**src/rtl/adder_rr_sched_pkg.sv**
```systemverilog
// Shared definitions for the round-robin serial adder: slice width,
// FSM state encoding and the slice-count derivation.
package adder_rr_sched_pkg;

  localparam int SLICE_W = 8;

  typedef enum logic [1:0] {
    IDLE = 2'd0,
    BUSY = 2'd1,
    DONE = 2'd2
  } state_t;

  // Number of slice cycles needed for one operand width.
  function automatic int nslice(input int data_w);
    return data_w / SLICE_W;
  endfunction

endpackage

```
**src/rtl/adder_rr_sched_fa_8b.sv**
```systemverilog
// One 8-bit ripple-carry adder slice built from per-bit full adders.
// This is the only adder in the scheduler; the top time-shares it.
module fa_8b
  import adder_rr_sched_pkg::*;
(
  input  logic [SLICE_W-1:0] a,
  input  logic [SLICE_W-1:0] b,
  input  logic               cin,
  output logic [SLICE_W-1:0] sum,
  output logic               cout
);

  // Ripple the carry bit by bit through the slice.
  always_comb begin : ripple
    logic carry;
    carry = cin;
    sum   = '0;
    for (int i = 0; i < SLICE_W; i++) begin
      sum[i] = a[i] ^ b[i] ^ carry;
      carry  = (a[i] & b[i]) | (carry & (a[i] ^ b[i]));
    end
    cout = carry;
  end

endmodule

```
**src/rtl/adder_rr_sched.sv**
```systemverilog
// Round-robin scheduler that shares one 8-bit adder slice between two
// requesters, computing a DATA_W-bit sum one slice per clock.
module adder_rr_sched #(
  parameter int DATA_W = 32
) (
  input  logic              i_clk,
  input  logic              i_rst,
  input  logic              i_req0_valid,
  output logic              o_req0_ready,
  input  logic [DATA_W-1:0] i_req0_dataA,
  input  logic [DATA_W-1:0] i_req0_dataB,
  input  logic              i_req0_cin,
  input  logic              i_req1_valid,
  output logic              o_req1_ready,
  input  logic [DATA_W-1:0] i_req1_dataA,
  input  logic [DATA_W-1:0] i_req1_dataB,
  input  logic              i_req1_cin,
  output logic              o_rsp_valid,
  input  logic              i_rsp_ready,
  output logic              o_rsp_id,
  output logic [DATA_W-1:0] o_rsp_sum,
  output logic              o_rsp_cout,
  output logic              o_busy
);
  import adder_rr_sched_pkg::*;

  localparam int NSLICE = nslice(DATA_W);
  localparam int KW     = (NSLICE > 1) ? $clog2(NSLICE) : 1;
  localparam int SW_LOG = $clog2(SLICE_W);

  state_t              state;
  logic [KW-1:0]       k;
  logic [DATA_W-1:0]   a_q;
  logic [DATA_W-1:0]   b_q;
  logic                cin_q;
  logic                carry_q;
  logic [DATA_W-1:0]   sum_q;
  logic                id_q;
  logic                ptr;
  logic                rsp_valid_q;
  logic                busy_q;

  logic                grant_id;
  logic                accept;
  logic [KW+SW_LOG-1:0] base;
  logic                slice_cin;
  logic [SLICE_W-1:0]  slice_sum;
  logic                slice_cout;

  // Arbitration: a lone requester wins; on a tie the one not granted last wins.
  always_comb begin
    grant_id     = 1'b0;
    accept       = 1'b0;
    o_req0_ready = 1'b0;
    o_req1_ready = 1'b0;
    if (i_req0_valid && i_req1_valid) begin
      grant_id = ~ptr;
    end else if (i_req1_valid) begin
      grant_id = 1'b1;
    end else begin
      grant_id = 1'b0;
    end
    if ((state == IDLE) && !i_rst) begin
      accept       = i_req0_valid | i_req1_valid;
      o_req0_ready = i_req0_valid & (grant_id == 1'b0);
      o_req1_ready = i_req1_valid & (grant_id == 1'b1);
    end else begin
      accept       = 1'b0;
      o_req0_ready = 1'b0;
      o_req1_ready = 1'b0;
    end
  end

  // Slice select: first slice takes the latched carry-in, later ones the carry register.
  always_comb begin
    base = {k, {SW_LOG{1'b0}}};
    if (k == '0) begin
      slice_cin = cin_q;
    end else begin
      slice_cin = carry_q;
    end
  end

  fa_8b u_fa (
    .a    (a_q[base +: SLICE_W]),
    .b    (b_q[base +: SLICE_W]),
    .cin  (slice_cin),
    .sum  (slice_sum),
    .cout (slice_cout)
  );

  // Control FSM with latched operands and registered response outputs.
  always_ff @(posedge i_clk or posedge i_rst) begin
    if (i_rst) begin
      state       <= IDLE;
      k           <= '0;
      a_q         <= '0;
      b_q         <= '0;
      cin_q       <= 1'b0;
      carry_q     <= 1'b0;
      sum_q       <= '0;
      id_q        <= 1'b0;
      ptr         <= 1'b1;
      rsp_valid_q <= 1'b0;
      busy_q      <= 1'b0;
    end else begin
      case (state)
        IDLE: begin
          if (accept) begin
            a_q     <= grant_id ? i_req1_dataA : i_req0_dataA;
            b_q     <= grant_id ? i_req1_dataB : i_req0_dataB;
            cin_q   <= grant_id ? i_req1_cin   : i_req0_cin;
            id_q    <= grant_id;
            ptr     <= grant_id;
            k       <= '0;
            busy_q  <= 1'b1;
            state   <= BUSY;
          end
        end
        BUSY: begin
          sum_q[base +: SLICE_W] <= slice_sum;
          carry_q                <= slice_cout;
          k                      <= k + KW'(1);
          if (k == KW'(NSLICE - 1)) begin
            rsp_valid_q <= 1'b1;
            state       <= DONE;
          end
        end
        DONE: begin
          if (i_rsp_ready) begin
            rsp_valid_q <= 1'b0;
            busy_q      <= 1'b0;
            state       <= IDLE;
          end
        end
        default: begin
          rsp_valid_q <= 1'b0;
          busy_q      <= 1'b0;
          state       <= IDLE;
        end
      endcase
    end
  end

  assign o_rsp_valid = rsp_valid_q;
  assign o_rsp_id    = id_q;
  assign o_rsp_sum   = sum_q;
  assign o_rsp_cout  = carry_q;
  assign o_busy      = busy_q;

endmodule

```
**config.mk**
```make
export PLATFORM = sky130hd
export DESIGN_NAME = adder_rr_sched
export DESIGN_NICKNAME = d
export VERILOG_FILES = /design/src/rtl/adder_rr_sched_pkg.sv /design/src/rtl/adder_rr_sched_fa_8b.sv /design/src/rtl/adder_rr_sched.sv
export SDC_FILE = /design/constraint.sdc
export NUM_CORES = 1
export LEC_CHECK = 0
export CELL_PAD_IN_SITES_DETAIL_PLACEMENT = 0
export CELL_PAD_IN_SITES_GLOBAL_PLACEMENT = 1
export CORE_MARGIN = 3
export CORE_UTILIZATION = 30
export DETAILED_ROUTE_END_ITERATION = 16
export GPL_TIMING_DRIVEN = 0
export PLACE_DENSITY_LB_ADDON = 0.1
export SLEW_MARGIN = 15
export SYNTH_ARGS = -nofsm -noshare
export SYNTH_HDL_FRONTEND = slang
export SYNTH_HIERARCHICAL = 1
export SYNTH_SLANG_ARGS = --single-unit
export TNS_END_PERCENT = 30
```
**constraint.sdc**
```tcl
create_clock -name i_clk -period 6.8 [get_ports i_clk]
set_clock_uncertainty 0.1 [all_clocks]
set_input_delay 1.36 -clock i_clk [delete_from_list [all_inputs] [get_ports i_clk]]
set_output_delay 1.36 -clock i_clk [all_outputs]
set_load 0.01 [all_outputs]
```
## Word level (Yosys, flattened, before mapping)

Cells that the tools add are included.

- Register bits after elaboration: 106
- Logic and storage cells: 102
- Output and inout port bits: 38
- Input port bits: 135

- Eq/ne operators: 6
- Shifts and indexed selects: 4
- Bitwise logic cells: 47
- Reduce and logical (&&, ||, !) cells: 11
- Multiplexer cells: 21
- Add/sub/neg operators: 2

Operators with widths:

| cell | number |
|---|---|
| $mux W32 | 2 |
| $shiftx A32 B6 Y8 | 2 |
| $bwmux W32 | 1 |
| $shift A8 B7 Y32 const A | 1 |
| $shiftx A8 B7 Y32 | 1 |
| $and A1 B1 Y1 | 18 |
| $xor A1 B1 Y1 | 16 |
| $mux W1 | 10 |
| $or A1 B1 Y1 | 9 |
| $reduce_and A3 Y1 | 3 |
| $mux W2 | 4 |
| $neg A5 Y7 | 1 |
| $ne A2 B2 Y1 const B | 3 |
| $pmux W1 S3 | 2 |
| $pmux W2 S3 | 1 |
| $eq A2 B2 Y1 const B | 2 |
| $logic_not A2 Y1 | 2 |
| $not A1 Y1 | 4 |
| $pmux W2 S2 | 1 |
| $reduce_and A2 Y1 | 2 |
| $add A2 B1 Y2 const B | 1 |
| $eq A2 B1 Y1 const B | 1 |
| $logic_and A1 B1 Y1 | 2 |
| $reduce_bool A2 Y1 | 1 |
| $logic_not A1 Y1 | 1 |

## Depth between registers and ports, before layout

- Word-level depth: 19
- Depth in mapped cells: 19

## Modules after synthesis

The synthesis kept the hierarchy.

Modules (own cells, without submodules):

| module | cells an instance | area each (µm²) | times used | sequential area each (µm²) |
|---|---|---|---|---|
| adder_rr_sched | 389 | 5282.6 | 1 | 2653.8 |
| fa_8b | 18 | 197.7 | 1 | 0.0 |

## Worst setup path before layout

OpenSTA, ideal clock, no wires.

- Kind: reg2reg
- Start point: register k[0]
- End point: register sum_q[15] (netlist: o_rsp_sum[15])
- Arrival time: 4.825 ns
- Setup time: 0.078 ns
- Path slack: 1.797 ns
- Stages on the path, launching flop included: 20
- Clock period less this slack: 5.003 ns
- Buffers on the path: 2
- Cell sequence: dfrtp_1 buf_2 buf_2 inv_1 ha_1 mux2_2 fa_1 inv_1 fa_1 inv_1 fa_1 fa_1 fa_1 fa_1 fa_1 inv_1 fa_1 inv_1 nand2_1 o2bb2ai_1

- Word-level cells in the longest chain between the ends: 19

RTL lines:

| item | RTL line | source |
|---|---|---|
| from (decl) | adder_rr_sched.sv:32 | `logic [KW-1:0] k;` |
| from (signal assigned) | adder_rr_sched.sv:123 | `k <= k + KW'(1);` |
| $logic_not A2 Y1 | adder_rr_sched.sv:77 | `if (k == '0) begin` |
| $mux W1 | adder_rr_sched.sv:77 |  |
| via slice_cin | adder_rr_sched.sv:46 | `logic slice_cin;` |
| $and A1 B1 Y1 | adder_rr_sched_fa_8b.sv:20 | `carry = (a[i] & b[i]) \| (carry & (a[i] ^ b[i]));` |
| $or A1 B1 Y1 | adder_rr_sched_fa_8b.sv:20 |  |
| $and A1 B1 Y1 | adder_rr_sched_fa_8b.sv:20 |  |
| $or A1 B1 Y1 | adder_rr_sched_fa_8b.sv:20 |  |
| $and A1 B1 Y1 | adder_rr_sched_fa_8b.sv:20 |  |
| [5 not listed] | n/a |  |
| $and A1 B1 Y1 | adder_rr_sched_fa_8b.sv:20 |  |
| $or A1 B1 Y1 | adder_rr_sched_fa_8b.sv:20 |  |
| $and A1 B1 Y1 | adder_rr_sched_fa_8b.sv:20 |  |
| $or A1 B1 Y1 | adder_rr_sched_fa_8b.sv:20 |  |
| $xor A1 B1 Y1 | adder_rr_sched_fa_8b.sv:19 | `sum[i] = a[i] ^ b[i] ^ carry;` |
| via slice_sum[7] | adder_rr_sched.sv:47 | `logic [SLICE_W-1:0] slice_sum;` |
| $shiftx A8 B7 Y32 | adder_rr_sched.sv:121 | `sum_q[base +: SLICE_W] <= slice_sum;` |
| $bwmux W32 | adder_rr_sched.sv:121 |  |
| to (signal, indexed assignment) | adder_rr_sched.sv:121 |  |
| to (decl) | adder_rr_sched.sv:37 | `logic [DATA_W-1:0] sum_q;` |

The timed path passes the listed nets, and every way through them passes these cells.
A chain may end at the register's enable or synchronous reset.

## Worst setup path after layout

- Start point: register k[0]
- End point: register sum_q[31] (netlist: o_rsp_sum[31])

Same word-level chain as after synthesis.

==> impl_metrics.env <==
export IMPL_run_status="finished clean"
export IMPL_worstPathArrival_ns=5.71
export IMPL_grt_met3_usage_pct=3.83
export IMPL_totalWireLength_mm=17.5
export IMPL_tightest_slew_ns=0.817
export IMPL_rrSetupSlack_ns=1.26
export IMPL_synth_mux_area_share_pct=6.78
export IMPL_syn_area_sq_um=5480
export IMPL_areaGrowthSynthToFinish_pct=42.4
export IMPL_critPathRequiredTime_ns=6.97
export IMPL_hp_class="register to register"
export IMPL_fmax_mhz=181
export IMPL_synth_simple_area_share_pct=3.65
export IMPL_finalCriticalPeriod_ns=5.54
export IMPL_gp_congestion=0.777
export IMPL_cts_root_buffer="clkbuf_16"
export IMPL_clock_path_buffers=2
export IMPL_die_h_um=141
export IMPL_path_clk_slew_ns=0.08
export IMPL_crit_path_max_fanout=10
export IMPL_drtPass1Iterations=4
export IMPL_reg2reg_from="k[0]$_DFFE_PP0P_"
export IMPL_vias_per_cell=5.34
export IMPL_finalHoldViolCount=0
export IMPL_met2_usage_pct=30.1
export IMPL_yosys_warnings=6
export IMPL_hold_slack_ns=0.388
export IMPL_syn_area_per_cell_sq_um=13.5
export IMPL_synth_compound_area_share_pct=31.0
export IMPL_synthCells=407
export IMPL_std_cell_rows=48
export IMPL_hold_depth=1
export IMPL_synthFlopType="dfrtp_1"
export IMPL_p_per_area_nw_per_um2=450
export IMPL_drcViolationCount=0
export IMPL_seq_area_frac_synth_pct=48.4
export IMPL_ctsResizeCount=0
export IMPL_hold_start="o_rsp_sum[30]$_DFFE_PP0P_"
export IMPL_placedCellCount=805
export IMPL_cts_tree="yes"
export IMPL_critPathKind="register to register"
export IMPL_layout_drive_gt1_share_pct=14.6
export IMPL_period_share_pct=81.5
export IMPL_layout_common_cells="clkdlybuf4s50_1 (172), dfrtp_1 (105), o32ai_1 (65)"
export IMPL_finalMaxSlewViolations=0
export IMPL_drv_cap=0
export IMPL_post_cts_buffers=0
export IMPL_synth_edff_count=0
export IMPL_wl_per_cell_um=21.3
export IMPL_vias=4384
export IMPL_busiest_layer="met2"
export IMPL_tns_ns=0
export IMPL_ys_ff_latch=106
export IMPL_ctsHoldBuffers=0
export IMPL_finalSetupViolCount=0
export IMPL_grt_pass1_vias=4914
export IMPL_p_leak_nw=2.95
export IMPL_diodes=0
export IMPL_port_buffers=172
export IMPL_grt_max_degree=86
export IMPL_power_mw=3.51
export IMPL_start_util_pct=31.1
export IMPL_worstSetupEndpointType="register"
export IMPL_core_sq_um=17600
export IMPL_antenna_found_initial=0
export IMPL_layout_commonest_cell="clkdlybuf4s50_1"
export IMPL_grt_pass1_wl_mm=27.7
export IMPL_yosysUniqueCellTypes=39
export IMPL_synthAdderAreaFrac_pct=4.29
export IMPL_whs_endpoint="o_rsp_sum[30]$_DFFE_PP0P_"
export IMPL_cts_made_buffers=9
export IMPL_synth_xor_area_share_pct=0
export IMPL_grt_use_total_pct=18.0
export IMPL_rsz0062_at_grt="no"
export IMPL_r2r_end="o_rsp_sum[31]$_DFFE_PP0P_"
export IMPL_grt_overflow=0
export IMPL_gr_usage_met1_pct=24.1
export IMPL_clock_sinks=106
export IMPL_ant_nets=0
export IMPL_die_width_um=141
export IMPL_relSlewSlack_pct=45.1
export IMPL_syn_nets=556
export IMPL_synth_top_family_by_area="compound AO/OA/AOI/OAI gates"
export IMPL_nNetsFinal=740
export IMPL_clk_latency_ns=0.35
export IMPL_io_pins=173
export IMPL_stdcell_count=821
export IMPL_final_core_util_pct=44.3
export IMPL_die_area_sq_um=19900
export IMPL_async_flop_share_pct=100
export IMPL_max_vdd_ir_drop_mv=0.250
export IMPL_htree_num_levels=3
export IMPL_drt_iter0_drc=198
export IMPL_critPathLaunchType="register"
export IMPL_hpwl_mm=13.9
export IMPL_rr_worst_depth=19
==> per-layer routing <==
layer,vias up,part of all wire [%]
li1,2043,-
met1,2199,44
met2,128,50
met3,14,5.1
met4,0,1.1
met5,-,0
==> layout make-up <==
cell class | count | area (sq um)
Inverter | 15 | 61.3
Buffer | 43 | 264
Sequential cell | 106 | 2650
Clock inverter | 7 | 60.1
Timing Repair Buffer | 173 | 1750
Fill cell | 1677 | 9800
Tap cell | 225 | 282
Clock buffer | 9 | 225
Multi-Input combinational cell | 243 | 2510
==> state kept, by name, indices dropped and copies added, names as in the netlist <==
register	flops
k	2
ptr	1
o_rsp_id	1
a_q	32
o_rsp_valid	1
o_rsp_cout	1
o_rsp_sum	32
o_busy	1
state	2
cin_q	1
b_q	32
==> synthesized netlist by cell type, drive strengths merged (3+ instances only) <==
| master | instances | share of area, % |
|---|---|---|
| nor3 | 3 | 0.27 |
| o2bb2ai | 12 | 1.9 |
| dfrtp | 105 | 48 |
| nor2b | 3 | 0.34 |
| a32o | 12 | 2.2 |
| nor2 | 4 | 0.57 |
| a22o | 8 | 1.3 |
| fa | 8 | 2.9 |
| nand2 | 19 | 1.3 |
| ha | 6 | 1.4 |
| clkbuf | 25 | 1.7 |
| buf | 18 | 3.1 |
| o32ai | 65 | 10 |
| o21ai | 4 | 0.37 |
| a2bb2oi | 65 | 14 |
| mux4 | 16 | 6.6 |
| inv | 15 | 1.0 |
==> stage by stage <==
step	cell area [sq um]	setup slack [ns]
2_1_floorplan	5480	1.80
3_3_place_gp	7480	0.900
3_5_place_dp	7520	1.21
4_1_cts	7800	1.18
5_1_grt	7800	0.861
6_report	7800	1.26
==> where the power goes <==
part / switching (mW) / internal, mW
Sequential: 0.205 / 0.912
Clock: 0.250 / 0.254
Combinational: 0.945 / 0.942
==> worst max path at each step <==
stage	start	to	slack, ns	cells after the start
2_1_floorplan	k[0]$_DFFE_PP0P_	o_rsp_sum[15]$_DFFE_PP0P_	1.80	19
3_3_place_gp	i_rst	b_q[0]$_DFFE_PP0P_	0.90	2
3_5_place_dp	k[0]$_DFFE_PP0P_	o_rsp_sum[31]$_DFFE_PP0P_	1.21	19
4_1_cts	k[0]$_DFFE_PP0P_	o_rsp_sum[31]$_DFFE_PP0P_	1.18	19
5_1_grt	k[0]$_DFFE_PP0P_	o_rsp_sum[31]$_DFFE_PP0P_	0.86	19
6_report	k[0]$_DFFE_PP0P_	o_rsp_sum[31]$_DFFE_PP0P_	1.26	19
==> cells by family (layout without fill, tap and decap cells) <==
group | count (synthesis) | after routing
compound gates | 175 | 175
fa+ha+maj | 14 | 14
buf+inv | 58 | 247
flops | 106 | 106
mux | 17 | 17
simple gates | 37 | 37
==> critical path: stages, from the launching register on <==
cell and delay, ns:
dfrtp_1 0.47, buf_2 0.38, buf_2 0.38, inv_1 0.14
ha_1 0.27, mux2_2 0.30, fa_1 0.36, inv_1 0.07
fa_1 0.16, inv_1 0.05, fa_1 0.37, fa_1 0.39
fa_1 0.39, fa_1 0.39, fa_1 0.38, inv_1 0.09
fa_1 0.41, inv_1 0.12, nand2_1 0.09, o2bb2ai_1 0.14
Power figures use the tool's default switching activity.
